<file path="src/rtl/lsu_unit.sv">
// rtl/lsu_unit.sv - load/store unit: counted-latency loads, byte-lane stores, one-load scoreboard
// Optional misaligned-access trap: LSU_MISALIGN_TRAP_EN
module lsu_unit #(
   parameter int ADDR_W  = 32,
   parameter int RD_W    = 5,
   parameter int MEM_LAT = 1
) (
   input  logic              clk,
   input  logic              reset,
   input  logic              req_valid,
   output logic              req_ready,
   input  logic              req_store,
   input  logic [2:0]        req_size,
   input  logic [ADDR_W-1:0] req_addr,
   input  logic [31:0]       req_wdata,
   input  logic [RD_W-1:0]   req_rd,
   output logic [ADDR_W-1:0] mem_addr,
   output logic              mem_re,
   output logic [3:0]        mem_we,
   output logic [31:0]       mem_wdata,
   input  logic [31:0]       mem_rdata,
   output logic              wb_valid,
   output logic [RD_W-1:0]   wb_rd,
   output logic [31:0]       wb_data,
   output logic              pend_valid,
   output logic [RD_W-1:0]   pend_rd,
   output logic              fault,
   output logic [ADDR_W-1:0] fault_addr
);

   localparam logic [1:0] S_IDLE = 2'd0;
   localparam logic [1:0] S_WAIT = 2'd1;
   localparam logic [1:0] S_RESP = 2'd2;

   logic [1:0]      state;
   logic [2:0]      cnt;
   logic [RD_W-1:0] rd_q;
   logic [2:0]      size_q;
   logic [1:0]      off_q;
   logic [31:0]     data_q;
   logic            wb_en_q;

   logic        accept;
   logic        is_byte;
   logic        is_half;
   logic        misalign;
   logic        issue;
   logic [31:0] ext_data;
   logic [7:0]  lane_b;
   logic [15:0] lane_h;

   // Codes 000/100 are byte, 001/101 halfword; every other code falls to word.
   assign is_byte   = (req_size[1:0] == 2'b00);
   assign is_half   = (req_size[1:0] == 2'b01);

   assign req_ready = !reset && ((state == S_IDLE) || (state == S_RESP));
   assign accept    = req_valid && req_ready;
   assign issue     = accept && !misalign;

   assign mem_addr  = {req_addr[ADDR_W-1:2], 2'b00};
   assign mem_re    = issue && !req_store;

   always_comb begin
      mem_we    = 4'b0000;
      mem_wdata = 32'h0;
      if (issue && req_store) begin
         if (is_byte) begin
            mem_we    = 4'b0001 << req_addr[1:0];
            mem_wdata = {4{req_wdata[7:0]}};
         end else if (is_half) begin
            mem_we    = req_addr[1] ? 4'b1100 : 4'b0011;
            mem_wdata = {2{req_wdata[15:0]}};
         end else begin
            mem_we    = 4'b1111;
            mem_wdata = req_wdata;
         end
      end
   end

   always_comb begin
      lane_b   = mem_rdata[8*off_q +: 8];
      lane_h   = off_q[1] ? mem_rdata[31:16] : mem_rdata[15:0];
      ext_data = mem_rdata;
      if (size_q[1:0] == 2'b00)
         ext_data = size_q[2] ? {24'h0, lane_b} : {{24{lane_b[7]}}, lane_b};
      else if (size_q[1:0] == 2'b01)
         ext_data = size_q[2] ? {16'h0, lane_h} : {{16{lane_h[15]}}, lane_h};
   end

   always_ff @(posedge clk) begin
      if (reset) begin
         state   <= S_IDLE;
         cnt     <= 3'd0;
         rd_q    <= '0;
         size_q  <= 3'd0;
         off_q   <= 2'd0;
         data_q  <= 32'h0;
         wb_en_q <= 1'b0;
      end else begin
         case (state)
            S_IDLE, S_RESP: begin
               if (issue && !req_store) begin
                  rd_q    <= req_rd;
                  size_q  <= req_size;
                  off_q   <= req_addr[1:0];
                  cnt     <= 3'(MEM_LAT);
                  wb_en_q <= (req_rd != '0);
                  state   <= S_WAIT;
               end else begin
                  state   <= S_IDLE;
               end
            end
            S_WAIT: begin
               cnt <= cnt - 3'd1;
               // Read data is valid on the edge that ends the last latency cycle.
               if (cnt <= 3'd1) begin
                  data_q <= ext_data;
                  state  <= S_RESP;
               end
            end
            default: state <= S_IDLE;
         endcase
      end
   end

   assign wb_valid   = (state == S_RESP) && wb_en_q;
   assign wb_rd      = rd_q;
   assign wb_data    = data_q;
   assign pend_valid = (state == S_WAIT);
   assign pend_rd    = rd_q;

`ifdef LSU_MISALIGN_TRAP_EN
   logic              fault_q;
   logic [ADDR_W-1:0] fault_addr_q;

   assign misalign = is_half ? req_addr[0] : (!is_byte && (req_addr[1:0] != 2'b00));

   always_ff @(posedge clk) begin
      if (reset) begin
         fault_q      <= 1'b0;
         fault_addr_q <= '0;
      end else begin
         fault_q      <= accept && misalign;
         fault_addr_q <= (accept && misalign) ? req_addr : '0;
      end
   end

   assign fault      = fault_q;
   assign fault_addr = fault_addr_q;
`else
   assign misalign   = 1'b0;
   assign fault      = 1'b0;
   assign fault_addr = '0;
`endif

endmodule
</file>
<file path="config.mk">
export PLATFORM = sky130hd
export DESIGN_NAME = lsu_unit
export DESIGN_NICKNAME = d
export VERILOG_FILES = /design/src/rtl/lsu_unit.sv
export SDC_FILE = /design/constraint.sdc
export NUM_CORES = 1
export LEC_CHECK = 0
export CELL_PAD_IN_SITES_DETAIL_PLACEMENT = 0
export CELL_PAD_IN_SITES_GLOBAL_PLACEMENT = 2
export CORE_MARGIN = 3
export CORE_UTILIZATION = 16
export DETAILED_ROUTE_END_ITERATION = 8
export PLACE_DENSITY_LB_ADDON = 0.2
export SYNTH_ARGS = -nofsm -noshare
export SYNTH_HDL_FRONTEND = slang
export SYNTH_SLANG_ARGS = --single-unit
</file>
<file path="constraint.sdc">
create_clock -name clk -period 1.6 [get_ports clk]
set_input_delay 0.16 -clock clk [delete_from_list [all_inputs] [get_ports clk]]
set_output_delay 0.16 -clock clk [all_outputs]
set_load 0.05 [all_outputs]
</file>
Word level (Yosys, flattened, before mapping)
Index checks and enable logic that the tools add are counted.
{ "word_totals": {"reg_bits": 48, "inputBits": 108, "wordCells": 51} }
{ "classes": {"addsub": 1, "n_lt_le_gt_ge": 1, "n_eq_ne": 6, "shift": 2, "muxes": 17, "n_reduce_logical": 17} }
{ "ops": {"columns": ["cell", "n"], "rows": [
  ["$mux W32", 7],
  ["$shiftx A32 B6 Y8", 1],
  ["$mux W16", 1],
  ["$mux W4", 4],
  ["$eq A2 B1 Y1 const B", 3],
  ["$logic_not A2 Y1", 3],
  ["$pmux W3 S2", 1],
  ["$reduce_and A2 Y1", 3],
  ["$logic_and A1 B1 Y1", 5],
  ["$reduce_bool A5 Y1", 1],
  ["$pmux W2 S2", 1],
  ["$shl A1 B2 Y4 const A", 1],
  ["$le A3 B1 Y1 const B", 1],
  ["$mux W3", 1],
  ["$sub A3 B1 Y3 const B", 1],
  ["$eq A2 B2 Y1 const B", 1],
  ["$logic_not A1 Y1", 2],
  ["$mux W2", 1],
  ["$ne A2 B1 Y1 const B", 1],
  ["$ne A2 B2 Y1 const B", 1],
  ["$reduce_bool A2 Y1", 1],
  ["$reduce_or A2 Y1", 1],
  ["$logic_or A1 B1 Y1", 1],
  ["$mux W1", 1]
]} }

Longest topological paths before layout
Gate-level depths: netlist of run 1.
{ "logic_depth": {"ltp_word": 7, "mapped_depth": 9, "ltp_nobuf": 6} }

Worst setup path after synthesis of run 1
Ideal clock, no wire load.
{ "synth_timing": {"path_kind": "reg-to-output", "start": "register state[0]", "end": "output port mem_wdata[13]", "arrival_time_ns": 2.524, "t_required_ns": 1.440, "setup_slack_ns": -1.084, "path_stages_with_launch": 5, "cell_sequence": "dfxtp_1 -> nor2_1 -> nand3_1 -> clkbuf_1 -> a21oi_1"} }
{ "synth_between": {"elab_chain_cells": 6, "word_cells_on_any_way": 7} }
{ "synth_rtl": {"columns": ["item", "line", "rtl"], "rows": [
  ["start, declared", "35", "logic [1:0] state;"],
  ["start signal, assigned", "92", "state <= S_IDLE;"],
  ["start signal, assigned", "108", "state <= S_WAIT;"],
  ["start signal, assigned", "110", "state <= S_IDLE;"],
  ["$eq A2 B2 Y1 or $logic_not A2 Y1 (tied branches)", "56", "assign req_ready = !reset && ((state == S_IDLE) || (state == S_RESP));"],
  ["$logic_or A1 B1 Y1 *", "56", null],
  ["$logic_and A1 B1 Y1 *", "56", null],
  ["net req_ready", "11", "output logic req_ready,"],
  ["$logic_and A1 B1 Y1 *", "57", "assign accept = req_valid && req_ready;"],
  ["$logic_and A1 B1 Y1 *", "66", "if (issue && req_store) begin"],
  ["$mux W32 *", "66", null],
  ["end, declared", "20", "output logic [31:0] mem_wdata,"]
]} }
Mark *: on every way through the listed nets, which the timed path passes. The rest lies on a longest branch.

Final worst setup path of run 1
{ "layout_timing": {"start": "register state[0]", "end": "output port mem_we[3]"} }
{ "layout_between": {"elab_chain_cells": 6, "word_cells_on_any_way": 7} }
{ "layout_rtl": {"columns": ["item", "line", "rtl"], "rows": [
  ["$eq A2 B2 Y1 or $logic_not A2 Y1 (tied branches)", "56", null],
  ["$logic_or A1 B1 Y1 *", "56", null],
  ["$logic_and A1 B1 Y1 *", "56", null],
  ["$logic_and A1 B1 Y1 *", "57", null],
  ["$logic_and A1 B1 Y1 *", "66", null],
  ["$mux W4 *", "66", null],
  ["end, declared", "19", "output logic [3:0] mem_we,"]
]} }
Mark *: on every way between the ends. The rest lies on a longest branch, timed or not.

==> results of run 1 <==
## how the worst min path moves through the flow
| stage | end | slack (ns) | from |
|---|---|---|---|
| after global routing | mem_addr[6] | 0.32 | req_addr[6] |
| after CTS | mem_addr[10] | 0.32 | req_addr[10] |
| final | mem_addr[15] | 0.32 | req_addr[15] |
| after floorplan | size_q[2] | 0.30 | req_size[2] |
| after global placement | mem_addr[10] | 0.32 | req_addr[10] |
| after detailed placement | mem_addr[10] | 0.32 | req_addr[10] |
## timing repair
item / 4_1_cts / 5_1_grt
cloned: 2 / 1
resized for setup: 42 / 27
endpoints found under the setup margin: 45 / 63
pin swaps: 13 / 14
buffers inserted: 6 / 3
## state kept, by name, indices dropped and copies added (netlist names)
| register | count |
|---|---|
| wb_data | 32 |
| wb_en_q | 1 |
| state | 2 |
| off_q | 2 |
| cnt | 3 |
| pend_rd | 5 |
| size_q | 3 |
## metrics by stage
| stage | hold WS [ns] | setup slack, ns |
|---|---|---|
| finish | 0.3200 | -0.003316 |
| global route | 0.3201 | -0.07968 |
| CTS | 0.3203 | -0.04880 |
| detailed placement | 0.3203 | -0.1598 |
| global placement | 0.3203 | -0.1187 |
| floorplan | 0.2960 | -0.02852 |
## area by class of cell
class,count,area (µm²),area share
Clock buffer,5,125.1,0.01895
Antenna cell,2,5.005,0.0007579
Sequential cell,48,972.2,0.1472
Inverter,5,18.77,0.002842
Clock inverter,3,47.55,0.007200
Timing Repair Buffer,231,2644,0.4003
Multi-Input combinational cell,326,2447,0.3706
Tap cell,275,344.1,0.05210
## metal layers
layer  GRT usage  up-vias  share of wire
li1            -     1773              -
met1      0.1426     1678           0.41
met2      0.1857      124           0.49
met3     0.04505       17          0.091
met4     0.03196        2          0.010
met5           0        -        0.00077
## power breakdown
group | internal, mW | switching, mW | leakage, nW
sequential | 1.25 | 0.0346 | 0.393
combinational | 0.702 | 0.929 | 2.08
clock | 0.743 | 0.482 | 0.0840
total | 2.69 | 1.45 | 2.56
## cells by family after synthesis
| family | after synthesis |
|---|---|
| and+or+nand+nor | 166 |
| buffers and inverters | 107 |
| AOI/OAI and AO/OA | 89 |
| DFF | 48 |
| muxes | 33 |
| adders and majority gates | 2 |
| other | 1 |
| xor gates and xnor gates | 1 |
## cell usage in the layout, fill, tap and decap left out, drive strengths merged, types with 3 or more instances in the layout
cell type        n
conb            35
clkdlybuf4s50   74
mux2             8
nor3             3
nand2           54
nand2b           4
nor2            84
dfxtp           48
inv              5
a21oi           33
and2             8
clkbuf           6
a211oi          17
mux4             7
buf            152
o21ai           10
a311oi          18
a211o            7
mux2i           18
==> reports/metrics.csv, run 1 <==
metric,value,unit
CP endpoint kind,output port,
crit start category,flop,
async set-reset flop share out of synthesis,0,
Post-Syn Instances,447,
syn_area_per_cell,7.882,µm²
Rel. slew slack,0.5546,
Die Span Y,154.4,µm
IO Count,255,
first-pass GRT wire length,21860,µm
register area share after synthesis,0.2727,
Synth Area in Adders,0.007102,
Design Power,4.136,mW
worst-margin pin slew,0.6681,ns
Buffers on Ports,159,
number of synthesized flops with an enable pin,0,
Synth area leader,dfxtp_1,
Nets,727,
filler instances,2233,
Max-Cap Viols,0,
hold depth,0,
FF-to-FF End,wb_data[31],
Worst path slowest cell,dfxtp_4,
Crit Path Class,flop to output port,
CP arrival,1.44,ns
"non-filler cells, final",895,
vias in the first global route,3704,
CP Launch Point,state[0],
PD cells,626.3,nW/µm²
Crit path max-delay family,flip-flops,
maximum clock frequency,623.7,MHz
Post-Place Cells,874,
Iter 0 DRT Violations,107,
yosys warns,0,
drt wl/cell,15.90,µm
start of the worst register-to-register path,size_q[0],
status,finished with violations,
CTS tree,yes,
Area growth syn-to-layout,87.43,%
classification of the worst-slack hold path,input pin to output port,
TNS Setup,-0.003316,ns
Worst Setup EP,mem_we[3],
Crit path depth,5,
dominant cells by area after synthesis,"dfxtp_1 27%, buf_4 15%, nor2_1 8.9%",
most frequent CP cell,buf_12,
"Distinct cells, synth",39,
clock buffer depth,2,
clock root cell,clkbuf_16,
max-slew violations,0,
Post-DP HPWL,11190,µm
top cell types by occurrence after synthesis,"84 x nor2_1, 72 x buf_4, 54 x nand2_1",
Crit Path Max Fanout,15,
failing checks,setup timing,
r2r worst-path depth,5,
initial antenna violation count,3,
final wirelength,14230,µm
via count,3594,
Initial Util,0.1650,
#FFs+latches synth,48,
GPL Wtd Cong,0.7584,
worst vdd rail ir drop,582.0,µV
most common flop cell mapped by yosys,dfxtp_1,
core area,21350,µm²
Cell Rows,53,
Post-Synth Simple-Gate Area,0.1985,
"Cell Chain, Critical Path",nor2_4 -> nand3_4 -> buf_12 -> a21oi_4 -> buf_12,
largest net degree at the start of global routing,49,
Compound-Gate Fraction of Synth Area,0.1893,
Clock Skew,0.007572,ns
cts hold-fix bufs,0,
Final min period,1.603,ns
cell area after synthesis,3523,µm²
Critical Path Max Stage Delay,0.35,ns
CP required,1.44,ns
Pre-Repair DR Iteration Count,4,
die area,23840,µm²
period utilization,1.002,
most numerous cell in the Yosys netlist,nor2_1,
dpl cell area,6011,µm²
Fin. Hold Viols,0,
mux share of post-synthesis cell area,0.1289,
total congestion overflow,0,
Num CTS Buffers,5,
final instance area,6604,µm²
Synth top area share,0.2727,
buffers and inverters on the worst path,2,
Pleak,2.560,nW
xor/xnor cell area share of the yosys netlist,0.002486,
unrepaired setup endpoints after global routing,true,
r2r setup slk,-0.003,ns
Die Wd,154.4,µm
Worst-Skew Late Latency,0.29,ns
largest family of logic cells by synthesized area,buffers and inverters,
fin util,0.3093,
gr usage total,0.1150,
clock sinks,48,
clock transition at the registers of the reported paths,0.07,ns
CTS H-Tree Depth,2,
setup slack after layout,-0.003316,ns
endpoints failing setup,1,
drt drc,0,
layout cells sized above 1,0.4256,
Vias/cell,4.016,
DRT antenna net count,0,
No activity file was read; power rests on OpenSTA's default activity.
==> run 2, diff against run 1 <==
--- a/config.mk
+++ b/config.mk
@@ -9,6 +9,7 @@
 export CELL_PAD_IN_SITES_GLOBAL_PLACEMENT = 2
 export CORE_MARGIN = 3
 export CORE_UTILIZATION = 16
+export CTS_BUF_LIST = sky130_fd_sc_hd__clkbuf_16
 export DETAILED_ROUTE_END_ITERATION = 8
 export PLACE_DENSITY_LB_ADDON = 0.2
 export SYNTH_ARGS = -nofsm -noshare
==> results of run 2 <==
The final DEF is identical to that of run 1; final timing and power are the same.
==> run 3, diff against run 2 <==
--- a/config.mk
+++ b/config.mk
@@ -9,9 +9,11 @@
 export CELL_PAD_IN_SITES_GLOBAL_PLACEMENT = 2
 export CORE_MARGIN = 3
 export CORE_UTILIZATION = 16
-export CTS_BUF_LIST = sky130_fd_sc_hd__clkbuf_16
+export CTS_BUF_LIST = sky130_fd_sc_hd__clkbuf_4 sky130_fd_sc_hd__clkbuf_8
 export DETAILED_ROUTE_END_ITERATION = 8
+export MAX_ROUTING_LAYER = met4
 export PLACE_DENSITY_LB_ADDON = 0.2
 export SYNTH_ARGS = -nofsm -noshare
 export SYNTH_HDL_FRONTEND = slang
 export SYNTH_SLANG_ARGS = --single-unit
+export TNS_END_PERCENT = 10
==> run 3 against run 2 <==
Compared with the run above: the run still ends with setup timing left; first-iteration DRC count grew 42%; cell count shrank 1.6%; via count shrank 1.9%; power shrank 4.8%; flip-flop and latch count is the same; register-to-register slack gained 0.03 ns; core utilization shrank 0.98 points; highest routed layer is now met4.
==> reports/metrics.csv, run 3 (same netlist as run 1, synthesis figures left out) <==
metric,value,unit
endpoints failing setup,35,
CP Launch Point,state[0],
drt drc,0,
Nets,715,
worst vdd rail ir drop,438.7,µV
total congestion overflow,0,
Crit Path Max Fanout,14,
first-pass GRT wire length,21220,µm
Max-Cap Viols,0,
initial antenna violation count,0,
r2r setup slk,0.03,ns
CP arrival,1.53,ns
"non-filler cells, final",881,
Initial Util,0.1650,
Fin. Hold Viols,0,
failing checks,setup timing,
"commonest cells after routing, fill and taps aside","85 x buf_4, 74 x clkdlybuf4s50_1, 63 x nor2_1",
core area,21350,µm²
worst-margin pin slew,0.6728,ns
TNS Setup,-1.252,ns
Iter 0 DRT Violations,152,
fin util,0.2994,
"commonest non-fill, non-tap cell in the layout",buf_4,
IO Count,255,
Pleak,2.459,nW
PD cells,615.6,nW/µm²
Num CTS Buffers,5,
GPL Wtd Cong,0.7613,
CTS tree,yes,
DRT antenna net count,0,
Cell Rows,53,
Die Wd,154.4,µm
Ant. Diodes,0,
die area,23840,µm²
number of flip-flops in the largest register,32,
CTS H-Tree Depth,2,
Vias/cell,4.001,
Buffers on Ports,159,
final wirelength,14070,µm
clock transition at the registers of the reported paths,0.09,ns
CP required,1.44,ns
classification of the worst-slack hold path,input pin to output port,
Area growth syn-to-layout,81.46,%
setup slack after layout,-0.09001,ns
layout cells sized above 1,0.4076,
Crit Path Class,flop to output port,
vias in the first global route,3597,
Pre-Repair DR Iteration Count,4,
largest net degree at the start of global routing,49,
period utilization,1.056,
filler instances,2251,
Clock Skew,0.01230,ns
Die Span Y,154.4,µm
CP endpoint kind,output port,
unrepaired setup endpoints after global routing,true,
clock root cell,clkbuf_8,
Post-Place Cells,868,
maximum clock frequency,591.7,MHz
gr usage total,0.1154,
Final min period,1.690,ns
Worst Setup EP,mem_wdata[10],
Post-DP HPWL,11040,µm
crit start category,flop,
start of the worst register-to-register path,cnt[1],
final instance area,6394,µm²
drt wl/cell,15.97,µm
Worst-Skew Late Latency,0.32,ns
Design Power,3.936,mW
Rel. slew slack,0.5515,
clock buffer depth,2,
clock sinks,48,
status,finished with violations,
FF-to-FF End,wb_data[13],
max-slew violations,0,
cts hold-fix bufs,0,
dpl cell area,5917,µm²
via count,3525,
r2r worst-path depth,7,
[run 3: power by group]
part           internal (mW)  switching [mW]  total (mW)
clock                  0.630           0.469        1.10
sequential              1.24          0.0352        1.28
combinational          0.645           0.914        1.56
[run 3: final cells by class]
class | instances | area (µm²) | share of cell area
Clock inverter | 3 | 68.82 | 0.01076
Inverter | 5 | 21.27 | 0.003327
Tap cell | 275 | 344.1 | 0.05382
Clock buffer | 5 | 68.82 | 0.01076
Timing Repair Buffer | 219 | 2489 | 0.3892
Sequential cell | 48 | 975.9 | 0.1526
Multi-Input combinational cell | 326 | 2426 | 0.3795
[run 3: worst min-delay path by stage]
| stage | startpoint | end | cells past startpoint |
|---|---|---|---|
| after floorplan | req_size[2] | size_q[2] | 2 |
| final | req_addr[12] | mem_addr[12] | 0 |
| after detailed placement | req_addr[14] | mem_addr[14] | 0 |
| after global placement | req_addr[14] | mem_addr[14] | 0 |
| after CTS | req_addr[14] | mem_addr[14] | 0 |
| after global routing | req_addr[5] | mem_addr[5] | 0 |
[run 3: metrics by stage]
step	hold WS, ns	setup slack (ns)
finish	0.3200	-0.09001
global route	0.3201	-0.1480
CTS	0.3203	-0.1277
detailed placement	0.3203	-0.1379
global placement	0.3203	-0.1129
floorplan	0.2960	-0.1592
[run 3: repair_timing]
action | 4_1_cts | 5_1_grt
hold endpoints to repair | 0 | 0
gates resized for setup | 31 | 39
setup buffers | 1 | 3
cloned | 0 | 1
setup endpoints to repair | 49 | 69
pin swaps | 2 | 12
[run 3: routing by layer]
| layer | vias to the layer above | global-route usage | share of wire |
|---|---|---|---|
| li1 | 1748 | - | - |
| met1 | 1651 | 0.1434 | 0.43 |
| met2 | 113 | 0.1845 | 0.48 |
| met3 | 13 | 0.03749 | 0.081 |
| met4 | 0 | 0.02397 | 0.010 |
| met5 | - | - | 0 |
[run 3: critical path, stage by stage (launching register included)]
cell	delay (ns)
dfxtp_4	0.36
nor2_4	0.17
nand3_4	0.15
buf_12	0.21
a21oi_4	0.16
buf_12	0.15
